**src/rtl/uart_rx_req.sv**
```systemverilog
// uart_rx_req: 8N1 serial receiver (LSB first) feeding a downstream command
// port over a 4-phase cmd_req/cmd_ack handshake. A single holding register
// lets the next byte be received while the current one is being acknowledged.
// Overrun and framing errors are reported as single-cycle pulses.
module uart_rx_req #(
    parameter int CLKS_PER_BIT = 868,
    parameter int CNT_W        = 16
) (
    input  logic       clk,
    input  logic       rst,
    input  logic       rx,
    output logic       cmd_req,
    output logic [7:0] cmd_data,
    input  logic       cmd_ack,
    output logic       ovr_err,
    output logic       frm_err
);

    localparam logic [CNT_W-1:0] HALF_LAST = CNT_W'(CLKS_PER_BIT / 2 - 1);
    localparam logic [CNT_W-1:0] BIT_LAST  = CNT_W'(CLKS_PER_BIT - 1);

    typedef enum logic [1:0] {
        IDLE,
        START,
        DATA,
        STOP
    } rxState_t;

    typedef enum logic [1:0] {
        HS_IDLE,
        HS_REQ,
        HS_WAIT_LOW
    } hsState_t;

    logic             rxMeta_q;
    logic             rxSync_q;
    rxState_t         rxState_q;
    logic             armed_q;
    logic [CNT_W-1:0] cnt_q;
    logic [CNT_W-1:0] cnt_d;
    logic [2:0]       bitIdx_q;
    logic [7:0]       shift_q;
    hsState_t         hsState_q;
    logic             cmdReq_q;
    logic [7:0]       cmdData_q;
    logic             ovrErr_q;
    logic             frmErr_q;

    logic             stopSample;
    logic             byteDone;
    logic             holdFree;

    assign cnt_d      = cnt_q + 1'b1;
    assign stopSample = (rxState_q == STOP) && (cnt_q == BIT_LAST);
    assign byteDone   = stopSample && rxSync_q;
    // The holding register may be reused in the very cycle the consumer drops ack.
    assign holdFree   = (hsState_q == HS_IDLE) ||
                        ((hsState_q == HS_WAIT_LOW) && !cmd_ack);

    assign cmd_req  = cmdReq_q;
    assign cmd_data = cmdData_q;
    assign ovr_err  = ovrErr_q;
    assign frm_err  = frmErr_q;

    // Two-flop synchronizer for the asynchronous rx line; idles high.
    always_ff @(posedge clk or posedge rst) begin
        if (rst) begin
            rxMeta_q <= 1'b1;
            rxSync_q <= 1'b1;
        end else begin
            rxMeta_q <= rx;
            rxSync_q <= rxMeta_q;
        end
    end

    // Receive FSM: start-bit qualification at mid-bit, eight data bits, stop bit.
    always_ff @(posedge clk or posedge rst) begin
        if (rst) begin
            rxState_q <= IDLE;
            armed_q   <= 1'b0;
            cnt_q     <= '0;
            bitIdx_q  <= 3'd0;
            shift_q   <= 8'h00;
        end else begin
            case (rxState_q)
                IDLE: begin
                    cnt_q <= '0;
                    if (rxSync_q) begin
                        armed_q <= 1'b1;
                    end else if (armed_q) begin
                        rxState_q <= START;
                        armed_q   <= 1'b0;
                    end
                end
                START: begin
                    if (cnt_q == HALF_LAST) begin
                        cnt_q <= '0;
                        if (!rxSync_q) begin
                            rxState_q <= DATA;
                            bitIdx_q  <= 3'd0;
                        end else begin
                            rxState_q <= IDLE;
                        end
                    end else begin
                        cnt_q <= cnt_d;
                    end
                end
                DATA: begin
                    if (cnt_q == BIT_LAST) begin
                        cnt_q             <= '0;
                        shift_q[bitIdx_q] <= rxSync_q;
                        bitIdx_q          <= bitIdx_q + 3'd1;
                        if (bitIdx_q == 3'd7) begin
                            rxState_q <= STOP;
                        end
                    end else begin
                        cnt_q <= cnt_d;
                    end
                end
                STOP: begin
                    if (cnt_q == BIT_LAST) begin
                        cnt_q     <= '0;
                        rxState_q <= IDLE;
                    end else begin
                        cnt_q <= cnt_d;
                    end
                end
                default: begin
                    rxState_q <= IDLE;
                    cnt_q     <= '0;
                end
            endcase
        end
    end

    // Holding register, 4-phase handshake FSM and registered error pulses.
    always_ff @(posedge clk or posedge rst) begin
        if (rst) begin
            hsState_q <= HS_IDLE;
            cmdReq_q  <= 1'b0;
            cmdData_q <= 8'h00;
            ovrErr_q  <= 1'b0;
            frmErr_q  <= 1'b0;
        end else begin
            ovrErr_q <= byteDone && !holdFree;
            frmErr_q <= stopSample && !rxSync_q;
            if (byteDone && holdFree) begin
                cmdData_q <= shift_q;
                cmdReq_q  <= 1'b1;
                hsState_q <= HS_REQ;
            end else begin
                case (hsState_q)
                    HS_IDLE: begin
                        cmdReq_q <= 1'b0;
                    end
                    HS_REQ: begin
                        if (cmd_ack) begin
                            cmdReq_q  <= 1'b0;
                            hsState_q <= HS_WAIT_LOW;
                        end
                    end
                    HS_WAIT_LOW: begin
                        if (!cmd_ack) begin
                            hsState_q <= HS_IDLE;
                        end
                    end
                    default: begin
                        cmdReq_q  <= 1'b0;
                        hsState_q <= HS_IDLE;
                    end
                endcase
            end
        end
    end

endmodule

```
**config.mk**
```make
export PLATFORM = sky130hd
export DESIGN_NAME = uart_rx_req
export DESIGN_NICKNAME = d
export VERILOG_FILES = /design/src/rtl/uart_rx_req.sv
export SDC_FILE = /design/constraint.sdc
export NUM_CORES = 1
export LEC_CHECK = 0
export ABC_CLOCK_PERIOD_IN_PS = 2600
export BUFFER_PORTS_ARGS = -buffer_cell sky130_fd_sc_hd__clkbuf_2
export CORE_AREA = 3 3 69 71
export CTS_BUF_LIST = sky130_fd_sc_hd__clkbuf_16
export CTS_CLUSTER_SIZE = 30
export DETAILED_ROUTE_END_ITERATION = 10
export DIE_AREA = 0 0 72 74
export PLACE_DENSITY = 0.67
export REMOVE_ABC_BUFFERS = 1
export SLEW_MARGIN = 25
export SYNTH_ARGS = -nofsm -noshare
export SYNTH_HDL_FRONTEND = slang
export SYNTH_SLANG_ARGS = --single-unit
```
**constraint.sdc**
```tcl
create_clock -name clk -period 2.6 [get_ports clk]
set_input_delay 0.52 -clock clk [delete_from_list [all_inputs] [get_ports clk]]
set_output_delay 0.52 -clock clk [all_outputs]
set_load 0.005 [all_outputs]
```
# Word-level counts from Yosys, hierarchy flattened
# Cells that the tools add are included.
word_totals:
  elab_cells: 81
  register_bits: 45
  inputBits: 4
  output_inout_bits: 11
op_classes:
  muxes: 26
  n_eq_ne: 19
  n_reduce_logical: 20
  order_cmp: 2
  add_sub_neg: 2
ops:
  columns: ["operator", "count"]
  rows:
  - ["case mux 16 bit (3 select lines)", 1]
  - ["two-way mux 16 bit", 2]
  - ["two-way mux 2 bit", 10]
  - ["adder 16 x 1 -> 16 bit, second input constant", 1]
  - ["== test 16 x 10 -> 1 bit, second input constant", 1]
  - ["== test 16 x 9 -> 1 bit, second input constant", 1]
  - ["!= test 2 bit, second input constant", 6]
  - ["two-way mux 3 bit", 3]
  - ["bitwise mux 8 bit", 1]
  - ["case mux 2 bit (4 select lines)", 1]
  - ["logical AND 1 bit", 7]
  - ["== test 2 bit, second input constant", 3]
  - ["!= test 2 x 1 -> 1 bit, second input constant", 3]
  - ["case mux 2 bit (3 select lines)", 1]
  - ["case mux 3 bit (2 select lines)", 1]
  - ["AND reduction 6 bit", 1]
  - ["== test 2 x 1 -> 1 bit, second input constant", 2]
  - ["zero test 2 bit", 2]
  - ["less-than comparator 3 x 4 -> 1 bit, second input constant", 1]
  - ["two-way mux 1 bit", 4]
  - ["AND reduction 2 bit", 2]
  - ["AND reduction 4 bit", 1]
  - ["adder 3 x 1 -> 3 bit, second input constant", 1]
  - ["demux 1 bit (select 3 bit)", 1]
  - ["10 further kinds", 12]

# Logic depth before layout (Yosys ltp)
depth:
  word_depth: 6
  depth_mapped: 7
  mapped_depth_nobuf: 6

# Least setup slack after synthesis
# Ideal clock, no wire load.
synth_path:
  path_type: "register -> register"
  from: "register cnt_q[3]"
  to: "register shift_q[5]"
  setup_ns: 0.127
  period_less_slack_ns: 1.807
  n_path_buf: 0
  required_ns: 2.473
  t_arrival_ns: 1.680
  stages_incl_launch_ff: 5
  setup_slack_ns: 0.793
  path_cell_list: "dfrtp_1 nor4_4 nand4_4 or4_1 mux2_1"
synth_via:
  elab_chain_len: 2
synth_lines:
  columns: ["element", "line_no", "rtl"]
  rows:
  - ["start, declared", "39", "logic [CNT_W-1:0] cnt_q;"]
  - ["start signal, assigned", "105", "cnt_q <= cnt_d;"]
  - ["start signal, assigned", "117", "cnt_q <= cnt_d;"]
  - ["start signal, assigned", "125", "cnt_q <= cnt_d;"]
  - ["== test 16 x 10 -> 1 bit", "109", "if (cnt_q == BIT_LAST) begin"]
  - ["AND reduction 2 bit (no source line)", null, null]
  - ["end signal, assigned by index", "111", "shift_q[bitIdx_q] <= rxSync_q;"]
  - ["end, declared", "42", "logic [7:0] shift_q;"]
# No other way between the ends.
# A chain may end at the register's enable or synchronous reset.

# Worst setup path after layout
layout_path:
  from: "register cnt_q[0]"
  to: "register cmdData_q[5] (netlist: cmd_data[5])"
layout_via:
  elab_chain_len: 4
layout_lines:
  columns: ["element", "line_no", "rtl"]
  rows:
  - ["== test 16 x 10 -> 1 bit", "54", "assign stopSample = (rxState_q == STOP) && (cnt_q == BIT_LAST);"]
  - ["logical AND 1 bit", "54", null]
  - ["logical AND 1 bit", "55", "assign byteDone = stopSample && rxSync_q;"]
  - ["logical AND 1 bit", "147", "if (byteDone && holdFree) begin"]
  - ["end signal, assigned", "148", "cmdData_q <= shift_q;"]
  - ["end, declared", "45", "logic [7:0] cmdData_q;"]
# No other way between the ends.

==> metrics.md <==
| Metric | Value |
|---|---|
| Arr. time, crit path | 2290 ps |
| Clk pin slew, worst setup/hold paths | 60 ps |
| R2R depth | 5 |
| Worst hold path type | primary input to register |
| Commonest cells in the netlist | 43 x dfrtp_1, 26 x nor2_1, 17 x mux2_2 |
| Slew margin rel. | 42.7% |
| EDFF count, synth | 0 |
| Worst slew pin tran | 859 ps |
| RSZ-0062 raised after global routing | false |
| Max Cap Viol | 0 |
| Remaining global-route overflow | 0 |
| Critical path class | register to register |
| Distinct cells, synth | 41 |
| Clk sinks | 45 |
| Post-route ant nets | 0 |
| Hold Violations, Final | 0 |
| # hold bufs at CTS | 0 |
| # diodes | 0 |
| Hold depth | 1 |
| Top-count cell post-synth | dfrtp_1 |
| Peak supply drop | 0.000524 V |
| Hold wc startpoint | rx |
| Crit path capture type | register |
| Nets | 211 |
| # fillers | 361 |
| Outcome | finished, final reports clean |
| Worst R2R Start | cnt_q[0]$_DFF_PP0_ |
| Area contributors post-synth | dfrtp_1 51%, mux2_2 9.1%, xnor2_1 5.4% |
| Largest net degree at the start of global routing | 24 |
| PD cells | 730 nW/um^2 |
| TritonCTS clock tree | done |
| Yosys top cell area share | 51.0% |
| Area leader, netlist | dfrtp_1 |
| Htree depth | 2 |
| Core Util, Final | 56.1% |
| Post-synth ARST share | 100% |
| DR WL/cell | 15.2 um |
| Setup_tns | 0 ps |
| Post-Synthesis Cells | 184 |
| Syn. warnings | 0 |
| Sequential area share after synthesis | 53.5% |
| CTS buffer count | 5 |
| Core area | 4290 sq um |
| Ports | 15 |
| First-iteration detailed-routing DRC count | 66 |
| Synth Cell Area | 2110 sq um |
| GPL Wtd Cong | 0.778 |
| Mean post-synth cell area | 11.5 sq um |
| Register bit total from synthesis | 45 |
| Layout cells sized above 1 | 23.0% |
| Final Critical Period | 2120 ps |
| CTS Root Cell | clkbuf_16 |
| Required @ worst endpoint | 2770 ps |
| CP max-delay cell | and4_1 |
| Total GRT Usage | 16.2% |
| Longest Clk Path Bufs | 2 |
| Critical Path Max Stage Delay | 430 ps |
| DRT Pass-1 Iters | 4 |
| Fmax | 0.472 GHz |
| Via count | 1431 |
| Area growth from synthesis to layout | 14.1% |
| PortBufs | 14 |
| Die ar. | 5330 sq um |
| Rows | 24 |
| Top FF cell, synth | dfrtp_1 |
| Hold worst-path end | rxMeta_q$_DFF_PP1_ |
| CTS resizes | 0 |
| Post-Route WL | 3.89 mm |
| Clock Latency Late Sink | 280 ps |
| CP max FO | 10 |
| Period utilisation layout | 81.6% |
| Initial core utilization | 49.2% |
| First-pass GRT wire length | 6.64 mm |
| Dpl hpwl | 2.74 mm |
| Final Max Tran Viols | 0 |
| Initial antenna violation count | 0 |
| Setup Skew | 5.96 ps |
| Reg-to-reg slack, setup | 480 ps |
| P_leak | 0.00111 uW |
| Worst path cell trace | ha_1 > and3b_1 > and4_1 > nand3_2 > mux2_2 |
| CP Launch Type | register |
| Die width | 72 um |
| Post-CTS Setup Bufs | 0 |
| Drt drc | 0 |
| Die height | 74 um |
| FF-to-FF End | cmd_data[5]$_DFFE_PP0P_ |
| Final setup vio count | 0 |
| Vias per inst | 5.59 |
| Vias in the first global route | 1426 |
## worst max-delay path: cells and delay by family (launching register included)
family	cells	cell delay (ps)
adders and majority gates	1	250
DFF	1	420
muxes	1	360
and+or+nand+nor	3	980
## cell families (layout without fill, tap and decap cells)
family          count (synthesis)  count (layout)  share of synthesized area [%]
buf+inv                        11              31                           2.19
simple gates                   79              79                           21.5
compound gates                 11              11                           4.15
mux                            19              19                           10.1
xor+xnor                       15              15                           6.22
flops                          45              45                           53.5
fa+ha+maj                       4               4                           2.37
## routing by layer
metal  share of wire (%)  vias up  track usage (%)
met5                   0        -                0
met4                 1.5        0             5.64
met3                 3.7        7             4.46
met2                  48       23             26.4
met1                  47      712             21.1
li1                    -      689                -
## state kept, by name, indices dropped and copies added (netlist names), named ones only
name	cells
cmd_req	1
rxState_q	1
rxMeta_q	1
shift_q	8
cnt_q	16
cmd_data	8
hsState_q	2
bitIdx_q	3
ovr_err	1
rxSync_q	1
frm_err	1
armed_q	1
## report_power, final
part / switching (uW) / internal [uW]
Combinational: 111 / 96.1
Clock: 253 / 451
Sequential: 82.7 / 763
Total: 447 / 1310
## placed cells by master (no fill, tap or decap), types with 2 or more instances in the layout
cell type,instances
a21oi_1,2
a22o_1,2
and3_1,2
buf_4,2
clkbuf_16,5
clkbuf_2,14
dfrtp_1,43
dfstp_2,2
ha_1,4
inv_1,8
mux2_2,17
nand2_1,7
nand2b_1,2
nand3_1,10
nand4_1,6
nor2_1,26
nor2b_1,2
nor3_1,8
nor4_1,5
nor4_4,2
xnor2_1,13
xor2_1,2
## how the worst max path moves through the flow
| stage | startpoint | to | slack (ps) | cells after the start |
|---|---|---|---|---|
| 3_3_place_gp | cnt_q[12]$_DFF_PP0_ | cmd_data[1]$_DFFE_PP0P_ | 600 | 4 |
| 2_1_floorplan | cnt_q[12]$_DFF_PP0_ | cmd_data[0]$_DFFE_PP0P_ | 780 | 4 |
| 4_1_cts | cnt_q[0]$_DFF_PP0_ | cmd_data[5]$_DFFE_PP0P_ | 470 | 5 |
| 6_report | cnt_q[0]$_DFF_PP0_ | cmd_data[5]$_DFFE_PP0P_ | 480 | 5 |
| 5_1_grt | cnt_q[0]$_DFF_PP0_ | cmd_data[5]$_DFFE_PP0P_ | 320 | 5 |
| 3_5_place_dp | cnt_q[0]$_DFF_PP0_ | cmd_data[5]$_DFFE_PP0P_ | 500 | 5 |
## metrics by stage
stage	cells	worst slack, ps	hold slack, ps	area (sq um)	total power [uW]
finish	256	479	319	2410	1760
CTS	256	469	315	2410	1780
global placement	248	596	349	2240	1040
global route	256	321	313	2410	1840
floorplan	180	780	345	2090	1000
detailed placement	248	500	349	2240	1060
## layout make-up
cell class | instances | area, sq um | share of cell area (%)
flip-flops and latches | 45 | 1130 | 46.9
multi-input cells | 128 | 936 | 38.9
clock buffers | 5 | 125 | 5.19
repair buffers | 16 | 85.1 | 3.53
well taps | 52 | 65.1 | 2.70
clock inverters | 3 | 42.5 | 1.77
inverters | 7 | 26.3 | 1.09
Power figures use the tool's default switching activity.
